<file path="src/rtl/branch_resolution_unit.sv">
// ---------------------------------------------------------------------------
// branch_resolution_unit
//
// Gshare branch predictor plus branch/JSR/TRAP/JMP resolution for the LC-3b
// pipeline. Fetch looks up a pattern history table (PHT) of saturating
// counters indexed by PC XOR global history. At the resolve stage each
// control-flow instruction is classified and, when the pipeline went the
// wrong way, a one-cycle redirect pulse is raised and a short squash window
// follows. PHT, global history and performance counters are updated
// non-speculatively from resolved conditional branches only.
//
// Handshake: the resolve port is a qualifier-only interface. A resolve is
// consumed on every rising clk edge where res_valid is high and the unit is
// in IDLE; there is no ready/back-pressure. While squashing, res_valid is
// ignored and the instruction is dropped.
//
// Ports
//   clk, reset             clock, synchronous active-high reset
//   fetch_pc               PC being fetched
//   fetch_btb_valid        BTB hit for fetch_pc
//   fetch_pred_taken       MSB of the indexed PHT counter
//   fetch_pht_index        lookup index, carried down the pipeline
//   res_valid              resolve-stage instruction valid
//   res_opcode             LC-3b opcode of the resolving instruction
//   res_branch_enable      condition codes satisfied (actual direction)
//   res_spec_taken         instruction was fetched down predicted-taken path
//   res_incorrect_target   BTB target mismatch
//   res_pht_index          PHT index carried from fetch
//   res_pcmux_sel          datapath PC mux select
//   pcmux_sel_updated      final PC mux select
//   btb_target_mux_sel     BTB fill source
//   require_reset          redirect pulse (pipeline reset)
//   squash                 high while the squash window is open
//   perf_branches          saturating count of resolved conditional branches
//   perf_mispredicts       saturating count of redirects
//   dbg_state              FSM state (0 = IDLE, 1 = FLUSH)
// ---------------------------------------------------------------------------
module branch_resolution_unit #(
  parameter int PC_WIDTH       = 16,
  parameter int PHT_INDEX_BITS = 6,
  parameter int GHR_BITS       = 4,
  parameter int CTR_BITS       = 2,
  parameter int FLUSH_CYCLES   = 2,
  parameter int PERF_WIDTH     = 16
) (
  input  logic                      clk,
  input  logic                      reset,
  input  logic [PC_WIDTH-1:0]       fetch_pc,
  input  logic                      fetch_btb_valid,
  output logic                      fetch_pred_taken,
  output logic [PHT_INDEX_BITS-1:0] fetch_pht_index,
  input  logic                      res_valid,
  input  logic [3:0]                res_opcode,
  input  logic                      res_branch_enable,
  input  logic                      res_spec_taken,
  input  logic                      res_incorrect_target,
  input  logic [PHT_INDEX_BITS-1:0] res_pht_index,
  input  logic [2:0]                res_pcmux_sel,
  output logic [2:0]                pcmux_sel_updated,
  output logic [1:0]                btb_target_mux_sel,
  output logic                      require_reset,
  output logic                      squash,
  output logic [PERF_WIDTH-1:0]     perf_branches,
  output logic [PERF_WIDTH-1:0]     perf_mispredicts,
  output logic                      dbg_state
);

  localparam int PHT_ENTRIES = 1 << PHT_INDEX_BITS;

  // Weakly-not-taken: one below the taken threshold.
  localparam logic [CTR_BITS-1:0] CTR_INIT = CTR_BITS'((1 << (CTR_BITS - 1)) - 1);
  localparam logic [CTR_BITS-1:0] CTR_MAX  = {CTR_BITS{1'b1}};
  localparam logic [CTR_BITS-1:0] CTR_MIN  = '0;

  localparam logic [3:0] FLUSH_LOAD = 4'(FLUSH_CYCLES);

  localparam logic [PERF_WIDTH-1:0] PERF_MAX = {PERF_WIDTH{1'b1}};

  // LC-3b opcodes of interest.
  localparam logic [3:0] OP_BR   = 4'b0000;
  localparam logic [3:0] OP_JSR  = 4'b0100;
  localparam logic [3:0] OP_JMP  = 4'b1100;
  localparam logic [3:0] OP_TRAP = 4'b1111;

  // PC mux encodings driven by this unit.
  localparam logic [2:0] PCMUX_BR_TARGET = 3'b001;
  localparam logic [2:0] PCMUX_CORRECT   = 3'b011;
  localparam logic [2:0] PCMUX_BTB       = 3'b101;
  localparam logic [2:0] PCMUX_RECOVER   = 3'b110;

  // BTB fill source encodings.
  localparam logic [1:0] BTB_SEL_ADDER = 2'b00;
  localparam logic [1:0] BTB_SEL_TRAP  = 2'b01;
  localparam logic [1:0] BTB_SEL_REG   = 2'b10;

  typedef enum logic {
    ST_IDLE  = 1'b0,
    ST_FLUSH = 1'b1
  } state_t;

  state_t state_q, state_next;
  logic [3:0] flush_cnt_q, flush_cnt_next;

  logic [CTR_BITS-1:0] pht_q [PHT_ENTRIES];
  logic [GHR_BITS-1:0] ghr_q;

  // -------------------------------------------------------------------------
  // Fetch-side lookup. The array write happens on the clock edge, so a read
  // of an entry being updated in the same cycle sees the old counter.
  // -------------------------------------------------------------------------
  assign fetch_pht_index  = fetch_pc[PHT_INDEX_BITS:1] ^ PHT_INDEX_BITS'(ghr_q);
  assign fetch_pred_taken = pht_q[fetch_pht_index][CTR_BITS-1];

  // PC bits that do not participate in indexing.
  logic unused_pc_bits;
  assign unused_pc_bits = ^{fetch_pc[PC_WIDTH-1:PHT_INDEX_BITS+1], fetch_pc[0]};

  // -------------------------------------------------------------------------
  // Resolve-stage classification
  // -------------------------------------------------------------------------
  logic res_active;
  logic is_br;
  logic is_uncond;
  logic br_wrong_not_taken;
  logic br_wrong_taken;
  logic uncond_redirect;
  logic br_correct;
  logic br_update;

  always_comb begin
    res_active         = res_valid && (state_q == ST_IDLE) && !reset;
    is_br              = (res_opcode == OP_BR);
    is_uncond          = (res_opcode == OP_JSR) || (res_opcode == OP_TRAP) ||
                         (res_opcode == OP_JMP);
    br_update          = res_active && is_br;
    br_wrong_not_taken = br_update && res_branch_enable && !res_spec_taken;
    br_wrong_taken     = br_update && res_spec_taken && !res_branch_enable;
    br_correct         = br_update && !br_wrong_not_taken && !br_wrong_taken;
    uncond_redirect    = res_active && is_uncond &&
                         (res_incorrect_target || !res_spec_taken);
  end

  // -------------------------------------------------------------------------
  // Redirect / PC mux / BTB source selection (first match wins)
  // -------------------------------------------------------------------------
  always_comb begin
    require_reset      = 1'b0;
    pcmux_sel_updated  = res_pcmux_sel;
    btb_target_mux_sel = BTB_SEL_ADDER;

    if (br_wrong_not_taken) begin
      require_reset     = 1'b1;
      pcmux_sel_updated = PCMUX_BR_TARGET;
    end else if (br_wrong_taken) begin
      require_reset     = 1'b1;
      pcmux_sel_updated = PCMUX_RECOVER;
    end else if (uncond_redirect) begin
      require_reset     = 1'b1;
      pcmux_sel_updated = res_pcmux_sel;
      case (res_opcode)
        OP_JMP:  btb_target_mux_sel = BTB_SEL_REG;
        OP_TRAP: btb_target_mux_sel = BTB_SEL_TRAP;
        // JSR with PC-relative target fills from the adder, JSRR from a register.
        OP_JSR:  btb_target_mux_sel = (res_pcmux_sel == PCMUX_BR_TARGET) ?
                                      BTB_SEL_ADDER : BTB_SEL_REG;
        default: btb_target_mux_sel = BTB_SEL_ADDER;
      endcase
    end else if (br_correct) begin
      pcmux_sel_updated = PCMUX_CORRECT;
    end

    // A predicted-taken BTB hit steers fetch unless a redirect is in flight.
    if (!require_reset && fetch_pred_taken && fetch_btb_valid) begin
      pcmux_sel_updated = PCMUX_BTB;
    end
  end

  // -------------------------------------------------------------------------
  // Squash FSM
  // -------------------------------------------------------------------------
  always_ff @(posedge clk) begin
    if (reset) begin
      state_q     <= ST_IDLE;
      flush_cnt_q <= '0;
    end else begin
      state_q     <= state_next;
      flush_cnt_q <= flush_cnt_next;
    end
  end

  always_comb begin
    state_next     = state_q;
    flush_cnt_next = flush_cnt_q;
    case (state_q)
      ST_IDLE: begin
        if (require_reset) begin
          state_next     = ST_FLUSH;
          flush_cnt_next = FLUSH_LOAD;
        end
      end
      ST_FLUSH: begin
        // The cycle holding a count of 1 is the last squash cycle.
        if (flush_cnt_q <= 4'd1) begin
          state_next     = ST_IDLE;
          flush_cnt_next = '0;
        end else begin
          flush_cnt_next = flush_cnt_q - 4'd1;
        end
      end
      default: begin
        state_next     = ST_IDLE;
        flush_cnt_next = '0;
      end
    endcase
  end

  assign squash    = (state_q == ST_FLUSH);
  assign dbg_state = state_q;

  // -------------------------------------------------------------------------
  // PHT and global history, trained by resolved conditional branches only
  // -------------------------------------------------------------------------
  logic [CTR_BITS-1:0] ctr_cur;
  logic [CTR_BITS-1:0] ctr_new;

  always_comb begin
    ctr_cur = pht_q[res_pht_index];
    ctr_new = ctr_cur;
    if (res_branch_enable) begin
      if (ctr_cur != CTR_MAX) ctr_new = ctr_cur + 1'b1;
    end else begin
      if (ctr_cur != CTR_MIN) ctr_new = ctr_cur - 1'b1;
    end
  end

  always_ff @(posedge clk) begin
    if (reset) begin
      for (int i = 0; i < PHT_ENTRIES; i++) begin
        pht_q[i] <= CTR_INIT;
      end
    end else if (br_update) begin
      pht_q[res_pht_index] <= ctr_new;
    end
  end

  // Shift in the actual outcome; the cast drops the oldest history bit.
  always_ff @(posedge clk) begin
    if (reset) begin
      ghr_q <= '0;
    end else if (br_update) begin
      ghr_q <= GHR_BITS'({ghr_q, res_branch_enable});
    end
  end

  // -------------------------------------------------------------------------
  // Saturating performance counters
  // -------------------------------------------------------------------------
  always_ff @(posedge clk) begin
    if (reset) begin
      perf_branches    <= '0;
      perf_mispredicts <= '0;
    end else begin
      if (br_update && (perf_branches != PERF_MAX)) begin
        perf_branches <= perf_branches + 1'b1;
      end
      if (require_reset && (perf_mispredicts != PERF_MAX)) begin
        perf_mispredicts <= perf_mispredicts + 1'b1;
      end
    end
  end

endmodule
</file>
<file path="config.mk">
export PLATFORM = sky130hd
export DESIGN_NAME = branch_resolution_unit
export DESIGN_NICKNAME = d
export VERILOG_FILES = /design/src/rtl/branch_resolution_unit.sv
export SDC_FILE = /design/constraint.sdc
export NUM_CORES = 1
export LEC_CHECK = 0
export ABC_AREA = 1
export CORE_UTILIZATION = 25
export CTS_CLUSTER_DIAMETER = 50
export DETAILED_ROUTE_END_ITERATION = 6
export DONT_BUFFER_PORTS = 1
export PLACE_DENSITY_LB_ADDON = 0.15
export SYNTH_ARGS = -nofsm -noshare
export SYNTH_HDL_FRONTEND = slang
export SYNTH_SLANG_ARGS = --single-unit
</file>
<file path="constraint.sdc">
create_clock -name clk -period 2.25 [get_ports clk]
set_input_delay 0.3375 -clock clk [delete_from_list [all_inputs] [get_ports clk]]
set_output_delay 0.3375 -clock clk [all_outputs]
set_load 0.005 [all_outputs]
</file>
* Word level (Yosys, flattened, before mapping)
Memories as Yosys holds them, arrays and structs flattened. Index checks and enable logic that the tools add are counted.
Word-level totals: bits in registers 41, RAM bits 128, input port bits 36, output and inout port bits 47, word-level logic and storage cells 79, memories 1
Memory list:
- pht_q | depth 64, bits a word 2, read ports 2, clocked after memory_dff 0, write ports 64, line 104 | logic [CTR_BITS-1:0] pht_q [PHT_ENTRIES];
Cells by class: $add $sub $neg 5, order comparisons 1, equal/unequal tests 8, muxes and demuxes 30, bitwise operators 2, reductions and logical operators 27
Operator list (number):
- 16-bit by 1-bit adder with 16-bit output, second input constant | 2
- 16-bit != test, second input constant | 2
- 2-bit two-way mux | 8
- 1-bit logical AND | 15
- 3-bit two-way mux | 5
- 1-bit two-way mux | 11
- 4-bit == test, second input constant | 2
- 4-bit two-way mux | 2
- 4-bit case mux with 2 select lines | 1
- 1-bit zero test | 6
- 6-bit two-way mux | 1
- 2-bit case mux with 3 select lines | 1
- 6-bit by 4-bit XOR with 6-bit output | 1
- 4-bit by 3-bit == test with 1-bit output, second input constant | 1
- 4-bit by 1-bit less-or-equal comparator with 1-bit output, second input constant | 1
- 4-bit zero test | 1
- 2-bit != test, second input constant | 2
- 4-bit by 1-bit subtractor with 4-bit output, second input constant | 1
- 3-bit by 1-bit == test with 1-bit output, second input constant | 1
- 1-bit logical OR | 3
- 2-bit by 1-bit adder with 2-bit output, second input constant | 1
- 1-bit case mux with 2 select lines | 1
- 2-bit nonzero test | 1
- 2-bit OR reduction | 1
- 2 further kinds | 2

* Longest topological paths before layout
Gate-level depths: netlist (run 1).
depth after elaboration 14, mapped depth 18, mapped depth without buffers 15

* Worst setup path before layout (run 1)
No wires, ideal clock.
kind input to register, start point in res_pht_index[0], end point mem pht_q[0][0] (data pin), setup time 0.263 ns, arrival time 1.780 ns, slack 0.207 ns, stages 14, path through buf_4 > buf_6 > buf_2 > nand4_1 > nand2_1 > nor2_1 > nand2_1 > nand2_1 > nand2_1 > nor2_1 > nand3b_1 > nand2_2 > buf_4 > nand3_1
RTL lines:
- from (decl) | line 57 | input logic [PHT_INDEX_BITS-1:0] res_pht_index,
- to (decl) | line 104

* Worst setup path after layout (run 1)
start point reg ghr_q[1], end point out pcmux_sel_updated[1]
Between the ends: word-level cells in the longest chain between the ends 5
Ends and longest elaborated chain:
- from (decl) | line 105 | logic [GHR_BITS-1:0] ghr_q;
- from (signal assigned) | line 251 | ghr_q <= GHR_BITS'({ghr_q, res_branch_enable});
- 6-bit by 4-bit XOR with 6-bit output | line 111 | assign fetch_pht_index = fetch_pc[PHT_INDEX_BITS:1] ^ PHT_INDEX_BITS'(ghr_q);
- memory read 64 x 2 bit
- 1-bit logical AND (2 in a row) | line 173 | if (!require_reset && fetch_pred_taken && fetch_btb_valid) begin
- 3-bit two-way mux | line 173
- to (decl) | line 59 | output logic [2:0] pcmux_sel_updated,
No other way between the ends.

==> metrics.md, run 1 <==
| Metric | Value |
|---|---|
| Largest driver fanout on the critical path | 4 |
| Post-synthesis mux area share | 0% |
| Slowest-stage cell, CP | sky130_fd_sc_hd__dfxtp_4 |
| Inserted Diodes | 0 |
| Share of the synthesized netlist area taken by xor and xnor gates | 1.44% |
| HPWL Detailed | 22100 µm |
| Hold depth | 2 |
| Fraction of the mapped netlist area in compound gates | 6.61% |
| Port Buffers | 0 |
| Area share of fa/ha/maj cells after synthesis | 0.516% |
| WP data required | 1.91 ns |
| Largest family of logic cells by synthesized area | simple AND/OR/NAND/NOR gates |
| Post-layout instance count excluding filler cells | 1888 |
| Async set or reset register ratio after synthesis | 0% |
| Global placement routability congestion | 0.804 |
| Final clock period utilization by the worst path | 105% |
| Endpoint arrival time on the critical path | 2.03 ns |
| Maximum operating frequency | 423 MHz |
| Nets in the synthesized netlist | 1354 |
| Leakage power total | 4.66 nW |
| Number of flip-flops and latches in the synthesized netlist | 169 |
| Total standard cell area after synthesis | 9710 µm² |
| Number of hold-slack violations in the final timing report | 0 |
| Tightest slew margin relative to the limit | 37.0% |
| Final non-filler cell area | 12300 µm² |
| Part of the Yosys area used for sequential elements | 48.0% |
| Type of the worst setup path | reg2out |
| Largest area contributor in the synthesized netlist | sky130_fd_sc_hd__edfxtp_1 |
| CORE AREA | 37900 µm² |
| Area share of the leading cell type in the synthesized netlist | 39.6% |
| Number of violations reported at the end of detailed-routing iteration 0 | 602 |
| Crit path top cell by count | sky130_fd_sc_hd__nand3_4 |
| CTS H-Tree Depth | 4 |
| Die outline width | 199 µm |
| Number of warnings reported in the yosys synthesis log | 0 |
| Number of global-route vias before repair | 8447 |
| Worst slack, placed | -0.197 ns |
| Clock tree sinks | 169 |
| Global-route usage over all layers | 17.2% |
| Initial cell density of the core | 25.6% |
| Routed via count | 8896 |
| 1st-pass router iterations | 5 |
| Worst reg2reg path depth | 13 |
| Area added between synthesis and finish | 26.5% |
| Slew Viols, Final | 0 |
| Final-layout fill cell count | 4068 |
| Outcome | finished, violations left |
| Net count, final | 1404 |
| Clk Tree Root Cell | sky130_fd_sc_hd__clkbuf_16 |
| Routed length per placed instance | 18.1 µm |
| Number of buffers added by the clock tree synthesis step | 17 |
| Pwr per Cell Area | 622 nW/µm² |
| Routed Antenna Nets | 0 |
| Final clock skew | 0.0151 ns |
| Pin count of the biggest net entering global routing | 70 |
| Number of antenna violations at the first check in global routing | 0 |
| Site Rows | 71 |
| Clock-pin slew on the worst setup and hold paths | 0.07 ns |
| Worst hold path type | in2reg |
| Ranking of synthesized cells by area | sky130_fd_sc_hd__edfxtp_1, sky130_fd_sc_hd__nand2_1, sky130_fd_sc_hd__dfxtp_1 |
| RSZ-0062 raised after global routing | yes |
| Worst min-delay path startpoint | res_branch_enable |
| Reg-to-reg setup timing slack | 0.08 ns |
| Synth Area in Simple Gates | 33.8% |
| Reg2reg end | pht_q[15][1] |
| Ports placed on the boundary | 83 |
| Cells after synthesis | 1314 |
| Mapped Avg Cell Area | 7.39 µm² |
| Placed cell count | 1839 |
| Maximum clock insertion buffer count | 2 |
| Die Area | 39600 µm² |
| Drc violations | 0 |
| Peak supply drop | 0.000564 V |
| Grt ovf | 0 |
| Worst-Margin Slew | 0.942 ns |
| Distinct cell type count after synthesis | 34 |
| TritonCTS clock tree | yes |
| Insertion delay to the later sink of the worst-skew pair | 0.44 ns |
| Hold worst-path end | ghr_q[0] |
| Cell Chain, Critical Path | xor2_4 > buf_12 > clkbuf_16 > nand3_1 > nand3_2 > nand3_2 > nand3_4 > nand3_4 > nand3_4 > nand2_2 > inv_2 |
| Peak per-stage delay on the critical path | 0.39 ns |
| Cell area reported after detailed placement | 10800 µm² |
| Final setup violation count | 4 |
| Final period demand of the worst path | 2.36 ns |
| Wire length of the first global-routing pass | 50000 µm |
| Proportion of layout cells with a drive suffix above 1 | 15.9% |
| CP Launch Type | flop |
| FF-to-FF Start | pht_q[35][1] |
| Number of enable-type register cells in the synthesized netlist | 128 |
| Vertical die dimension | 199 µm |
| Top flip-flop cell by instance count after synthesis | sky130_fd_sc_hd__edfxtp_1 |
| Capturing element type of the critical path | output pin |
| Via density | 4.71 |
| Routed wire length | 34300 µm |
| Violated checks | negative setup slack |
| Number of maximum-capacitance violations | 0 |
| Minimum setup slack in the final design | -0.113 ns |
## through the flow
stage | utilization, % | setup TNS (ns) | hold WS (ns) | total power [mW]
after detailed placement | 28.6 | -19.73 | 0.411 | 4.41
final | 32.4 | -0.339 | 0.0378 | 7.64
after CTS | 31.2 | -0.642 | 0.00753 | 7.53
after global placement | 28.6 | -19.99 | 0.410 | 4.41
after floorplan | - | 0 | 0.454 | 4.04
after global routing | 32.4 | -0.688 | 0.0251 | 7.90
## sequential cells by signal, summed over array words and instances, names as in the netlist
| signal | cells |
|---|---|
| ghr_q | 4 |
| perf_mispredicts | 16 |
| dbg_state | 1 |
| pht_q | 128 |
| perf_branches | 16 |
| flush_cnt_q | 4 |
## cell usage after synthesis (16+ instances only)
cell,instances
sky130_fd_sc_hd__buf_4,16
sky130_fd_sc_hd__o21ai_0,41
sky130_fd_sc_hd__inv_1,139
sky130_fd_sc_hd__edfxtp_1,128
sky130_fd_sc_hd__nand3_1,151
sky130_fd_sc_hd__dfxtp_1,41
sky130_fd_sc_hd__nor3_1,26
sky130_fd_sc_hd__a21oi_1,70
sky130_fd_sc_hd__buf_2,27
sky130_fd_sc_hd__nor2_1,176
sky130_fd_sc_hd__nand4_1,27
sky130_fd_sc_hd__nand2_1,394
sky130_fd_sc_hd__clkbuf_1,21
## worst max-delay path by stage
stage | startpoint | to | depth (start not counted)
after floorplan | res_pht_index[0] | pht_q[0][0] | 14
after global placement | res_pht_index[0] | pht_q[61][1] | 15
after detailed placement | res_pht_index[0] | pht_q[27][1] | 15
after CTS | ghr_q[0] | pcmux_sel_updated[1] | 12
after global routing | ghr_q[0] | pcmux_sel_updated[1] | 13
final | ghr_q[1] | pcmux_sel_updated[1] | 11
## final cells by class
class | instances | area, µm² | area share, %
inverter | 144 | 543 | 4.42
multi-input combinational | 932 | 4600 | 37.4
timing repair buffer | 100 | 1230 | 10.0
tap | 511 | 639 | 5.21
sequential | 169 | 4670 | 38.0
clock buffer | 25 | 551 | 4.48
clock inverter | 7 | 48.8 | 0.397
## cells by family (layout without fill, tap and decap cells)
family,after synthesis,after routing
compound gates,125,125
fa+ha+maj,4,4
flops,169,169
xor+xnor,16,16
simple gates,786,787
buf+inv,214,276
## power breakdown
group          leakage [nW]  internal, mW  total [mW]  switching [mW]
combinational          2.92         0.468        1.20           0.735
sequential             1.44          3.38        3.41          0.0305
clock                 0.296          1.72        3.02            1.30
total                  4.66          5.57        7.64            2.07
## per-layer routing
layer / routed length, µm / up-vias / part of all wire, % / global-route usage (%)
met5: 0 / - / 0 / 0
met4: 679 / 0 / 2.0 / 5.84
met3: 1520 / 36 / 4.4 / 2.62
met2: 16800 / 219 / 49 / 29.2
met1: 15200 / 4253 / 44 / 22.1
li1: - / 4388 / - / -
## cell usage in the layout, fill, tap and decap left out, drive strengths merged, types with 2 or more instances in the layout
cell type and n:
nand4 27, xor2 7, a31oi 2, xnor2 9, a21oi 70, nand2 397
o21a 2, clkinv 4, nor2 176, nor3 26, dfxtp 41, inv 146
o21ai 48, clkbuf 32, nor3b 4, ha 4, nand3 152, buf 92
and3 2, edfxtp 128
## critical path, delay by kind of cell (launching register included)
kind | cells | cell delay (ns)
XOR/XNOR | 1 | 0.17
flip-flops | 1 | 0.39
buffers and inverters | 3 | 0.33
AND/OR/NAND/NOR | 7 | 0.67
## repair_timing
action | in CTS | in global routing
endpoints found under the hold margin | 20 | 0
setup buffers | 4 | 2
gates cloned | 4 | 9
pin swaps | 10 | 32
hold buffers | 1 | 0
gates resized for setup | 53 | 71
setup endpoints to repair | 58 | 126
No activity file was read; power rests on OpenSTA's default activity.
==> run 2, diff against run 1 <==
--- a/config.mk
+++ b/config.mk
@@ -11,6 +11,8 @@
 export DETAILED_ROUTE_END_ITERATION = 6
 export DONT_BUFFER_PORTS = 1
 export PLACE_DENSITY_LB_ADDON = 0.15
+export RECOVER_POWER = 25
 export SYNTH_ARGS = -nofsm -noshare
 export SYNTH_HDL_FRONTEND = slang
 export SYNTH_SLANG_ARGS = --single-unit
+export TNS_END_PERCENT = 30
==> metrics.md, run 2 (same netlist as run 1, synthesis figures left out) <==
| Metric | Value |
|---|---|
| Routed wire length | 33800 µm |
| Number of hold-slack violations in the final timing report | 0 |
| Worst reg2reg path depth | 13 |
| Violated checks | negative setup slack |
| Site Rows | 71 |
| Vertical die dimension | 199 µm |
| Start point of the critical path | ghr_q[1] |
| Die Area | 39600 µm² |
| Number of buffers added by the clock tree synthesis step | 17 |
| Maximum clock insertion buffer count | 2 |
| Largest registers in the final layout | pht_q (128), perf_branches (16), perf_mispredicts (16) |
| Leakage power total | 4.55 nW |
| Leading cell type in the layout, fill and taps excluded | sky130_fd_sc_hd__nand2_1 |
| Global routing met1 resource utilization | 22.1% |
| Reg2reg end | pht_q[36][1] |
| Final setup violation count | 4 |
| Number of flip-flops in the largest register | 128 |
| Drc violations | 0 |
| Outcome | finished, violations left |
| CTS H-Tree Depth | 4 |
| Fraction of met2 tracks used by global routing | 29.2% |
| Routed via count | 8895 |
| Number of antenna violations at the first check in global routing | 0 |
| Cell Chain, Critical Path | xor2_4 > buf_12 > clkbuf_16 > nand3_2 > nand3_2 > nand3_4 > nand3_2 > nand3_4 > nand3_4 > nand2_2 > inv_2 |
| Reg-to-reg setup timing slack | 0.07 ns |
| Total chip power | 7.57 mW |
| Slowest-stage cell, CP | sky130_fd_sc_hd__dfxtp_4 |
| Reg with most FFs | pht_q |
| Reg area | 4670 µm² |
| Post-layout utilization of the core | 32.0% |
| Final clock skew | 0.0146 ns |
| Final non-filler cell area | 12100 µm² |
| Proportion of layout cells with a drive suffix above 1 | 14.6% |
| Global-route usage over all layers | 17.2% |
| CP Launch Type | flop |
| Part of the total power dissipated in the clock network | 39.9% |
| Global placement routability congestion | 0.804 |
| Initial cell density of the core | 25.6% |
| Pwr per Cell Area | 624 nW/µm² |
| Number of maximum-capacitance violations | 0 |
| CORE AREA | 37900 µm² |
| Cell area reported after detailed placement | 10800 µm² |
| Area taken by multi-input logic gates | 4580 µm² |
| Power spent charging and discharging nets | 2.04 mW |
| Wire length of the first global-routing pass | 50000 µm |
| Maximum operating frequency | 424 MHz |
| RSZ-0062 raised after global routing | yes |
| Clock-pin slew on the worst setup and hold paths | 0.07 ns |
| Relative contribution of combinational cells to total power | 15.0% |
| Peak supply drop | 0.000567 V |
| Critical Path End | pcmux_sel_updated[1] |
| Largest driver fanout on the critical path | 7 |
| Area added between synthesis and finish | 24.9% |
| Slew Viols, Final | 0 |
| Inserted Diodes | 0 |
| Number of global-route vias before repair | 8447 |
| Number of violations reported at the end of detailed-routing iteration 0 | 600 |
| Insertion delay to the later sink of the worst-skew pair | 0.44 ns |
| Most used cells in the layout excluding fill and tap cells | sky130_fd_sc_hd__nand2_1, sky130_fd_sc_hd__nor2_1, sky130_fd_sc_hd__inv_1 |
| Ports placed on the boundary | 83 |
| HPWL Detailed | 22100 µm |
| Capturing element type of the critical path | output pin |
| Via density | 4.72 |
| WP data required | 1.91 ns |
| Routed length per placed instance | 18.0 µm |
| Grt ovf | 0 |
| Net count, final | 1399 |
| Endpoint arrival time on the critical path | 2.02 ns |
| Final-layout fill cell count | 4094 |
| Die outline width | 199 µm |
| Type of the worst setup path | reg2out |
| Switch share | 27.0% |
| Port Buffers | 0 |
| Cell Int Power | 5.52 mW |
| Minimum setup slack in the final design | -0.108 ns |
| Routed Antenna Nets | 0 |
| Worst-Margin Slew | 0.940 ns |
| Clk Tree Root Cell | sky130_fd_sc_hd__clkbuf_16 |
| Clock tree sinks | 169 |
| Pin count of the biggest net entering global routing | 70 |
| FF-to-FF Start | pht_q[35][1] |
| Most used routing layer in global routing | met2 |
| 1st-pass router iterations | 5 |
| Peak per-stage delay on the critical path | 0.39 ns |
| Final Hold Slack | 0.0365 ns |
| Met3 track demand over resource in global routing | 2.62% |
| Final clock period utilization by the worst path | 105% |
| TritonCTS clock tree | yes |
| Final period demand of the worst path | 2.36 ns |
| Relative contribution of sequential cells to total power | 45.1% |
| Tightest slew margin relative to the limit | 37.1% |
| Worst hold path type | in2reg |
[run 2: cell types whose count changed in the layout (fill, tap and decap cells not counted)]
cell	before	now
sky130_fd_sc_hd__nor2_2	4	3
sky130_fd_sc_hd__nor2_1	172	173
sky130_fd_sc_hd__buf_4	62	49
sky130_fd_sc_hd__buf_16	2	1
sky130_fd_sc_hd__buf_12	24	25
sky130_fd_sc_hd__clkbuf_16	28	25
sky130_fd_sc_hd__clkbuf_1	3	16
sky130_fd_sc_hd__nand2_4	8	7
sky130_fd_sc_hd__buf_6	4	3
[run 2: how the worst min path moves through the flow]
stage	slack, ns	start	cells after the start	to
floorplan	0.45	flush_cnt_q[0]	1	flush_cnt_q[0]
global placement	0.41	reset	1	perf_mispredicts[15]
detailed placement	0.41	reset	1	perf_mispredicts[10]
CTS	0.008	res_branch_enable	2	ghr_q[0]
global route	0.03	res_branch_enable	2	ghr_q[0]
finish	0.04	res_branch_enable	2	ghr_q[0]
[run 2: layout make-up]
type / instances / area share [%]
Tap cell: 511 / 5.27
Inverter: 144 / 4.48
Clock buffer: 25 / 4.54
Multi-Input combinational cell: 931 / 37.8
Clock inverter: 7 / 0.402
Timing Repair Buffer: 96 / 8.98
Sequential cell: 169 / 38.5
[run 2: metrics by stage]
step / setup slack [ns] / setup TNS [ns] / instances
global route: -0.197 / -1.08 / 1883
finish: -0.108 / -0.311 / 1883
CTS: -0.192 / -0.642 / 1880
floorplan: 0.207 / 0 / 1314
detailed placement: -0.197 / -19.73 / 1839
global placement: -0.183 / -19.99 / 1839
[run 2: routing by layer]
| metal | share of wire (%) | vias to the layer above | routed length, µm |
|---|---|---|---|
| li1 | - | 4378 | - |
| met4 | 1.9 | 0 | 636 |
| met3 | 4.5 | 33 | 1510 |
| met1 | 44 | 4279 | 15000 |
| met5 | 0 | - | 0 |
| met2 | 49 | 205 | 16700 |
[run 2: worst max-delay path, delay by kind of cell (launching register included)]
family / cells / cell delay [ns]
simple gates: 7 / 0.66
flops: 1 / 0.39
buf+inv: 3 / 0.35
xor+xnor: 1 / 0.17
[run 2: power by group through the flow]
stage                     combinational, mW  clock [mW]  sequential [mW]
after global routing                   1.22        3.19             3.42
final                                  1.13        3.02             3.41
after CTS                              1.03        3.09             3.41
after detailed placement              0.931           0             3.48
after global placement                0.933           0             3.48
after floorplan                       0.568           0             3.47
[run 2: repair_timing]
action / in CTS / in global routing
endpoints found under the hold margin: 20 / 0
setup endpoints to repair: 58 / 126
setup buffers: 4 / 2
hold buffers: 1 / 0
gates cloned: 4 / 4
pin swaps: 10 / 32
resized for setup: 53 / 70
==> run 3, diff against run 2 <==
--- a/config.mk
+++ b/config.mk
@@ -12,6 +12,7 @@
 export DONT_BUFFER_PORTS = 1
 export PLACE_DENSITY_LB_ADDON = 0.15
 export RECOVER_POWER = 25
+export SKIP_CTS_REPAIR_TIMING = 1
 export SYNTH_ARGS = -nofsm -noshare
 export SYNTH_HDL_FRONTEND = slang
 export SYNTH_SLANG_ARGS = --single-unit
==> metrics.md, run 3 (same netlist as run 1, synthesis figures left out) <==
| Metric | Value |
|---|---|
| Outcome | finished, violations left |
| Violated checks | negative setup slack |
| Pin count of the biggest net entering global routing | 70 |
| Grt ovf | 0 |
| RSZ-0062 raised after global routing | yes |
| Maximum clock insertion buffer count | 2 |
| Worst min-delay path startpoint | res_branch_enable |
| Final clock skew | 0.0146 ns |
| Minimum setup slack in the final design | -0.120 ns |
| Site Rows | 71 |
| Clock tree sinks | 169 |
| Most used cells in the layout excluding fill and tap cells | sky130_fd_sc_hd__nand2_1, sky130_fd_sc_hd__nor2_1, sky130_fd_sc_hd__inv_1 |
| CP Launch Type | flop |
| CTS H-Tree Depth | 4 |
| Number of buffers added by the clock tree synthesis step | 17 |
| Clk Tree Root Cell | sky130_fd_sc_hd__clkbuf_16 |
| Reg-to-reg setup timing slack | 0.11 ns |
| Endpoint arrival time on the critical path | 2.03 ns |
| Vertical die dimension | 199 µm |
| Tightest slew margin relative to the limit | 37.5% |
| Hold worst-path end | ghr_q[0] |
| Hold depth | 2 |
| Ports placed on the boundary | 83 |
| Number of global-route vias before repair | 8328 |
| Number of hold-slack violations in the final timing report | 0 |
| Final period demand of the worst path | 2.37 ns |
| Net count, final | 1400 |
| Maximum operating frequency | 422 MHz |
| Total chip power | 7.60 mW |
| Clock-pin slew on the worst setup and hold paths | 0.07 ns |
| Reg with most FFs | pht_q |
| Placed cell count | 1839 |
| Insertion delay to the later sink of the worst-skew pair | 0.44 ns |
| Die Area | 39600 µm² |
| Wire length of the first global-routing pass | 48800 µm |
| Global-route usage over all layers | 16.7% |
| Largest driver fanout on the critical path | 6 |
| CORE AREA | 37900 µm² |
| Type of the worst setup path | reg2out |
| Global placement routability congestion | 0.804 |
| Initial cell density of the core | 25.6% |
| Die outline width | 199 µm |
| FF-to-FF Start | pht_q[35][1] |
| Largest registers in the final layout | pht_q (128), perf_branches (16), perf_mispredicts (16) |
| Number of flip-flops in the largest register | 128 |
| Drc violations | 0 |
| Capturing element type of the critical path | output pin |
| Number of antenna violations at the first check in global routing | 0 |
| Worst reg2reg path depth | 12 |
| Inserted Diodes | 0 |
| Proportion of layout cells with a drive suffix above 1 | 15.7% |
| WP data required | 1.91 ns |
| Leading cell type in the layout, fill and taps excluded | sky130_fd_sc_hd__nand2_1 |
| HPWL Detailed | 22100 µm |
| Port Buffers | 0 |
| Via density | 4.73 |
| 1st-pass router iterations | 6 |
| Final-layout fill cell count | 4095 |
| Cell area reported after detailed placement | 10800 µm² |
| TritonCTS clock tree | yes |
| Slew Viols, Final | 0 |
| Final clock period utilization by the worst path | 105% |
| Number of violations reported at the end of detailed-routing iteration 0 | 531 |
| Routed wire length | 34200 µm |
| Pwr per Cell Area | 619 nW/µm² |
| Reg2reg end | pht_q[36][1] |
| Post-layout instance count excluding filler cells | 1884 |
| Worst-Margin Slew | 0.934 ns |
| Final non-filler cell area | 12300 µm² |
| Routed via count | 8918 |
| Number of maximum-capacitance violations | 0 |
| Area added between synthesis and finish | 26.5% |
| Peak supply drop | 0.000594 V |
| Worst hold path type | in2reg |
| Leakage power total | 4.63 nW |
| Routed length per placed instance | 18.1 µm |
| Final setup violation count | 4 |
| Routed Antenna Nets | 0 |
## run 3: how the worst max path moves through the flow
stage | from | end | slack [ns] | cells past startpoint
2_1_floorplan | res_pht_index[0] | pht_q[0][0] | 0.21 | 14
3_3_place_gp | res_pht_index[0] | pht_q[61][1] | -0.18 | 15
3_5_place_dp | res_pht_index[0] | pht_q[27][1] | -0.20 | 15
4_1_cts | ghr_q[0] | pcmux_sel_updated[1] | -0.50 | 13
5_1_grt | ghr_q[0] | pcmux_sel_updated[1] | -0.22 | 13
6_report | ghr_q[0] | pcmux_sel_updated[1] | -0.12 | 13
## run 3: per-stage QoR
| step | hold WS [ns] | setup TNS (ns) | setup WS [ns] | utilization [%] |
|---|---|---|---|---|
| 2_1_floorplan | 0.454 | 0 | 0.207 | - |
| 3_3_place_gp | 0.410 | -19.99 | -0.183 | 28.6 |
| 3_5_place_dp | 0.411 | -19.73 | -0.197 | 28.6 |
| 4_1_cts | -0.0677 | -2.59 | -0.502 | 30.1 |
| 5_1_grt | 0.0253 | -0.807 | -0.224 | 32.4 |
| 6_report | 0.0356 | -0.398 | -0.120 | 32.4 |
## run 3: layout make-up
type / instances / area [µm²] / area share [%]
Clock inverter: 7 / 48.8 / 0.397
Timing Repair Buffer: 97 / 1130 / 9.20
Clock buffer: 25 / 551 / 4.48
Inverter: 144 / 543 / 4.42
Tap cell: 511 / 639 / 5.21
Multi-Input combinational cell: 931 / 4690 / 38.2
Sequential cell: 169 / 4670 / 38.1
## run 3: worst max-delay path: stages, from the launching register on
cell and delay (ns):
sky130_fd_sc_hd__dfxtp_4 0.40, sky130_fd_sc_hd__inv_4 0.06, sky130_fd_sc_hd__nand2_4 0.09, sky130_fd_sc_hd__nand2_8 0.10, sky130_fd_sc_hd__clkbuf_16 0.18, sky130_fd_sc_hd__nand2_1 0.08, sky130_fd_sc_hd__nand3_2 0.10, sky130_fd_sc_hd__nand3_4 0.09
sky130_fd_sc_hd__nand3_4 0.09, sky130_fd_sc_hd__nand3_4 0.10, sky130_fd_sc_hd__nand3_4 0.12, sky130_fd_sc_hd__nand3_4 0.09, sky130_fd_sc_hd__nand2_2 0.05, sky130_fd_sc_hd__inv_2 0.04
## run 3: layer usage
layer  part of all wire, %  GRT usage [%]
met1                    44           21.3
met5                     0              0
met4                   2.1           5.81
met2                    49           28.3
met3                   4.6           2.77
## run 3: report_power, final
part / switching, mW / internal (mW)
Clock: 1.30 / 1.72
Combinational: 0.732 / 0.436
Sequential: 0.0322 / 3.38
Total: 2.07 / 5.54
==> RTL change 1, RTL diff (config.mk and constraints of run 1) <==
Change the parameter `PHT_INDEX_BITS` from 6 to 7.
--- a/src/rtl/branch_resolution_unit.sv
+++ b/src/rtl/branch_resolution_unit.sv
@@ -39,3 +39,3 @@
   parameter int PC_WIDTH       = 16,
-  parameter int PHT_INDEX_BITS = 6,
+  parameter int PHT_INDEX_BITS = 7,
   parameter int GHR_BITS       = 4,
Interface: changed (resized fetch_pht_index and res_pht_index); port bits go from 83 to 85. No check against the original RTL was run, so the function may have changed too.
==> RTL change 1 against run 1 <==
The flow still finishes with violations (setup timing); global-route usage rose by 2.8 points; critical path depth is 3 higher; area after synthesis rose by 76%; sequential power grew 79%; worst hold slack improved by 0.12 ns; maximum frequency is 16% lower; cell count grew 81%; synthesized cell count is 78% higher; power is 120% higher; cell area is 100% higher; sequential cell count increased by 128; wire length rose by 110%; setup slack lost 0.45 ns; critical endpoint unchanged; largest cell class is now multi-input combinational cells.
==> RTL change 1: results (changes against run 1) <==
status: "complete, but fails checks"
violations: "setup timing"
r2r_cells: 18  # +5
setup_slack_ns: -0.566  # -0.453 ns
whs_endpoint: "dbg_state"
synthCells: 2342  # +78%
r2r_setup_slack_ns: -0.23  # -0.31 ns
largestRegisters: "pht_q: 256 flops, perf_branches: 16 flops, perf_mispredicts: 16 flops"
cp_max_fo: 10  # +6
hpwl_um: 39600  # +79%
wire_per_inst_um: 20.9  # +15%
skew_ns: 0.0293  # +0.0143 ns
ys_types: 35  # +2.9%
min_path_cells: 4  # +2
nNetsFinal: 2542  # +81%
via_per_inst: 4.87  # +3.5%
cts_buffers: 48  # +31
initialDrtViolationCount: 1228  # +100%
peakVddDrop_mv: 0.540  # -4.4%
grt.total_usage: 0.199  # +0.0276
grt_pass1_wl_um: 104000  # +110%
clock_path_buffers: 3  # +1
r2r_end: "pht_q[114][1]"
synth-edff-count: 256  # +100%
hold_ws_ns: 0.162  # +0.124 ns
leakagePower_uw: 0.00931  # +100%
setup_viol: 254  # +250
yosysSeqAreaShare: 0.498  # +0.0173
worstMarginPinSlew_ns: 1.21  # +0.264 ns
grt_pass1_vias: 16000  # +90%
setup_tns_ns: -29.11  # -28.77 ns
placed_cell_area_um2: 19300  # +78%
clock_latency_ns: 0.60  # +0.16 ns
synth_common_cells: "nand2_1 (848), nor2_1 (325), nand3_1 (282)"
==> RTL change 1: cell count changes after synthesis, sizes merged, moves of 6 or more <==
| cell | run 1 | this run |
|---|---|---|
| edfxtp | 128 | 256 |
| nand4 | 27 | 10 |
| nand3 | 152 | 282 |
| buf | 49 | 79 |
| inv | 143 | 237 |
| nor2 | 176 | 325 |
| a21oi | 70 | 76 |
| nand2 | 396 | 848 |
| o22ai | 0 | 8 |
| clkbuf | 21 | 62 |
==> RTL change 1: cell families after synthesis <==
| group | synth area share |
|---|---|
| compound gates | 0.0464 |
| fa+ha+maj | 0.00293 |
| xor+xnor | 0.00461 |
| simple gates | 0.356 |
| buf+inv | 0.0921 |
| flops | 0.498 |
==> RTL change 1: routing by layer <==
layer,up-vias,track usage,wire (um)
met5,-,0,0
met4,0,0.0683,2640
met3,134,0.0361,4310
met2,500,0.333,34300
met1,8112,0.257,29900
li1,7891,-,-
==> RTL change 1: worst max-delay path: cells and delay by family (launching register included) <==
family	cells	cell delay, ns
and+or+nand+nor	10	0.91
buffers and inverters	3	0.39
DFF	1	0.40
AOI/OAI and AO/OA	1	0.16
==> RTL change 1: repair_timing <==
action,in CTS,in global routing
resized for setup,218,304
pin swaps,33,152
cloned,39,11
hold buffers,2,0
setup endpoints to repair,261,291
setup buffers,45,15
endpoints found under the hold margin,14,0
==> RTL change 1: power by group <==
part | internal, uW | switching, uW
Sequential | 6050 | 59.5
Clock | 4580 | 3040
Combinational | 1450 | 1920
Total | 12100 | 5020
==> RTL change 1: cell type report <==
type	count	area, um^2
Timing Repair Buffer	249	3570
Fill cell	6905	42900
Multi-Input combinational cell	1666	8810
Tap cell	873	1090
Clock buffer	53	1220
Clock inverter	36	407
Sequential cell	297	8520
Inverter	239	907
==> RTL change 2, RTL diff (config.mk and constraints of run 1) <==
Made on the original files. Put one more register stage on the output `perf_mispredicts`, cleared by the reset. The value now appears one clock later. The other outputs are not delayed to match.
--- a/src/rtl/branch_resolution_unit.sv
+++ b/src/rtl/branch_resolution_unit.sv
@@ -100,2 +100,4 @@
 
+  logic [PERF_WIDTH-1:0] perf_mispredicts_s0;
+
   state_t state_q, state_next;
@@ -260,3 +262,3 @@
       perf_branches    <= '0;
-      perf_mispredicts <= '0;
+      perf_mispredicts_s0 <= '0;
     end else begin
@@ -265,5 +267,13 @@
       end
-      if (require_reset && (perf_mispredicts != PERF_MAX)) begin
-        perf_mispredicts <= perf_mispredicts + 1'b1;
-      end
+      if (require_reset && (perf_mispredicts_s0 != PERF_MAX)) begin
+        perf_mispredicts_s0 <= perf_mispredicts_s0 + 1'b1;
+      end
+    end
+  end
+
+  always_ff @(posedge clk) begin
+    if (reset) begin
+      perf_mispredicts <= '0;
+    end else begin
+      perf_mispredicts <= perf_mispredicts_s0;
     end
Formal check against the unedited RTL: not equivalent (Yosys sat finds a counterexample within 4 cycles, from zero or initial values and one cycle with reset high).
==> RTL change 2 against run 1 <==
The flow still finishes with violations (setup timing); cell count increased by 1.0%; setup slack hardly changed; area after synthesis rose by 4.7%; sequential cell count up 16; power up 2.8%; register-to-register slack improved by 0.14 ns; wire length decreased by 1.8%; cell area shrank 0.36%.
==> RTL change 2: results (changes against run 1) <==
nClkBuffers: 23  # -8.0%
ys_types: 36  # +5.9%
r2r_end: "pht_q[37][0]"
dpl_worst_slack_ns: -0.0165  # +0.181 ns
initialDrtViolationCount: 551  # -8.5%
hold_ws_ns: 0.0343  # -0.00351 ns
status: "complete, but fails checks"
clkCellAreaFrac: 0.0484  # -0.000439
r2r_setup_slack_ns: 0.22  # +0.14 ns
yosys-top-cells-area: "edfxtp_1 (38%), nand2_1 (15%), dfxtp_1 (11%), nand3_1 (7.8%), nor2_1 (7.1%)"
wire_per_inst_um: 17.6  # -2.8%
grt_pass1_wl_um: 51500  # +2.9%
setup_tns_ns: -0.343  # -0.00321 ns
syn2layout_area_growth_pct: 20.4
setup_slack_ns: -0.113  # -0.000411 ns
setup_viol: 4  # unchanged
via_per_inst: 4.70  # -0.28%
powerDensity_nw_per_um2: 642  # +3.2%
stdcell_count: 1907  # +1.0%
comb_power_uw: 1050  # -12%
grt_pass1_vias: 8797  # +4.1%
drive_gt1_frac: 0.132  # -0.0273
r2r_cells: 11  # -2
whs_endpoint: "perf_branches[4]"
synthCells: 1351  # +2.8%
synth_fa_ha_area_frac: 0.00492  # -0.000232
nonClkBufAreaFrac: 0.0718  # -0.0285
grt_max_degree: 66  # -5.7%
peakVddDrop_mv: 0.564  # about the same
synth_xor_area_frac: 0.0103  # -0.00410
gp_congestion: 0.784  # -2.5%
skew_ns: 0.0206  # +0.00551 ns
wl_met1_um: 15400  # +1.3%
seqPwrFrac: 0.471  # +0.024
swShare: 0.274  # +0.00332
violations: "setup timing"
rr_startpoint: "pht_q[30][1]"
clock_latency_ns: 0.47  # +0.03 ns
placed_cell_area_um2: 11100  # +2.6%
min_from: "reset"
n_all_inverters: 149  # +3.5%
buffers: 70  # -30%
wl_met3_um: 1550  # +2.2%
hpwl_um: 21800  # -1.2%
-- RTL change 2: metal layers --
metal | up-vias | GRT usage
met5 | - | 0
met2 | 204 | 0.271
met4 | 0 | 0.0631
met3 | 39 | 0.0323
met1 | 4290 | 0.216
li1 | 4427 | -
-- RTL change 2: timing repair --
item	4_1_cts	5_1_grt
hold buffers	2	0
cloned	2	3
gates resized for setup	34	54
hold endpoints to repair	30	0
setup buffers	2	3
pin swaps	7	20
endpoints found under the setup margin	4	17
-- RTL change 2: worst max path at each step --
stage / end / startpoint / cells after the start / slack [ns]
after floorplan: pcmux_sel_updated[1] / ghr_q[1] / 10 / 0.33
after global placement: pcmux_sel_updated[1] / ghr_q[1] / 10 / -0.01
after detailed placement: pcmux_sel_updated[1] / ghr_q[0] / 13 / -0.02
after CTS: pcmux_sel_updated[1] / ghr_q[0] / 13 / -0.19
after global routing: pcmux_sel_updated[1] / ghr_q[0] / 13 / -0.25
final: pcmux_sel_updated[1] / ghr_q[0] / 13 / -0.11
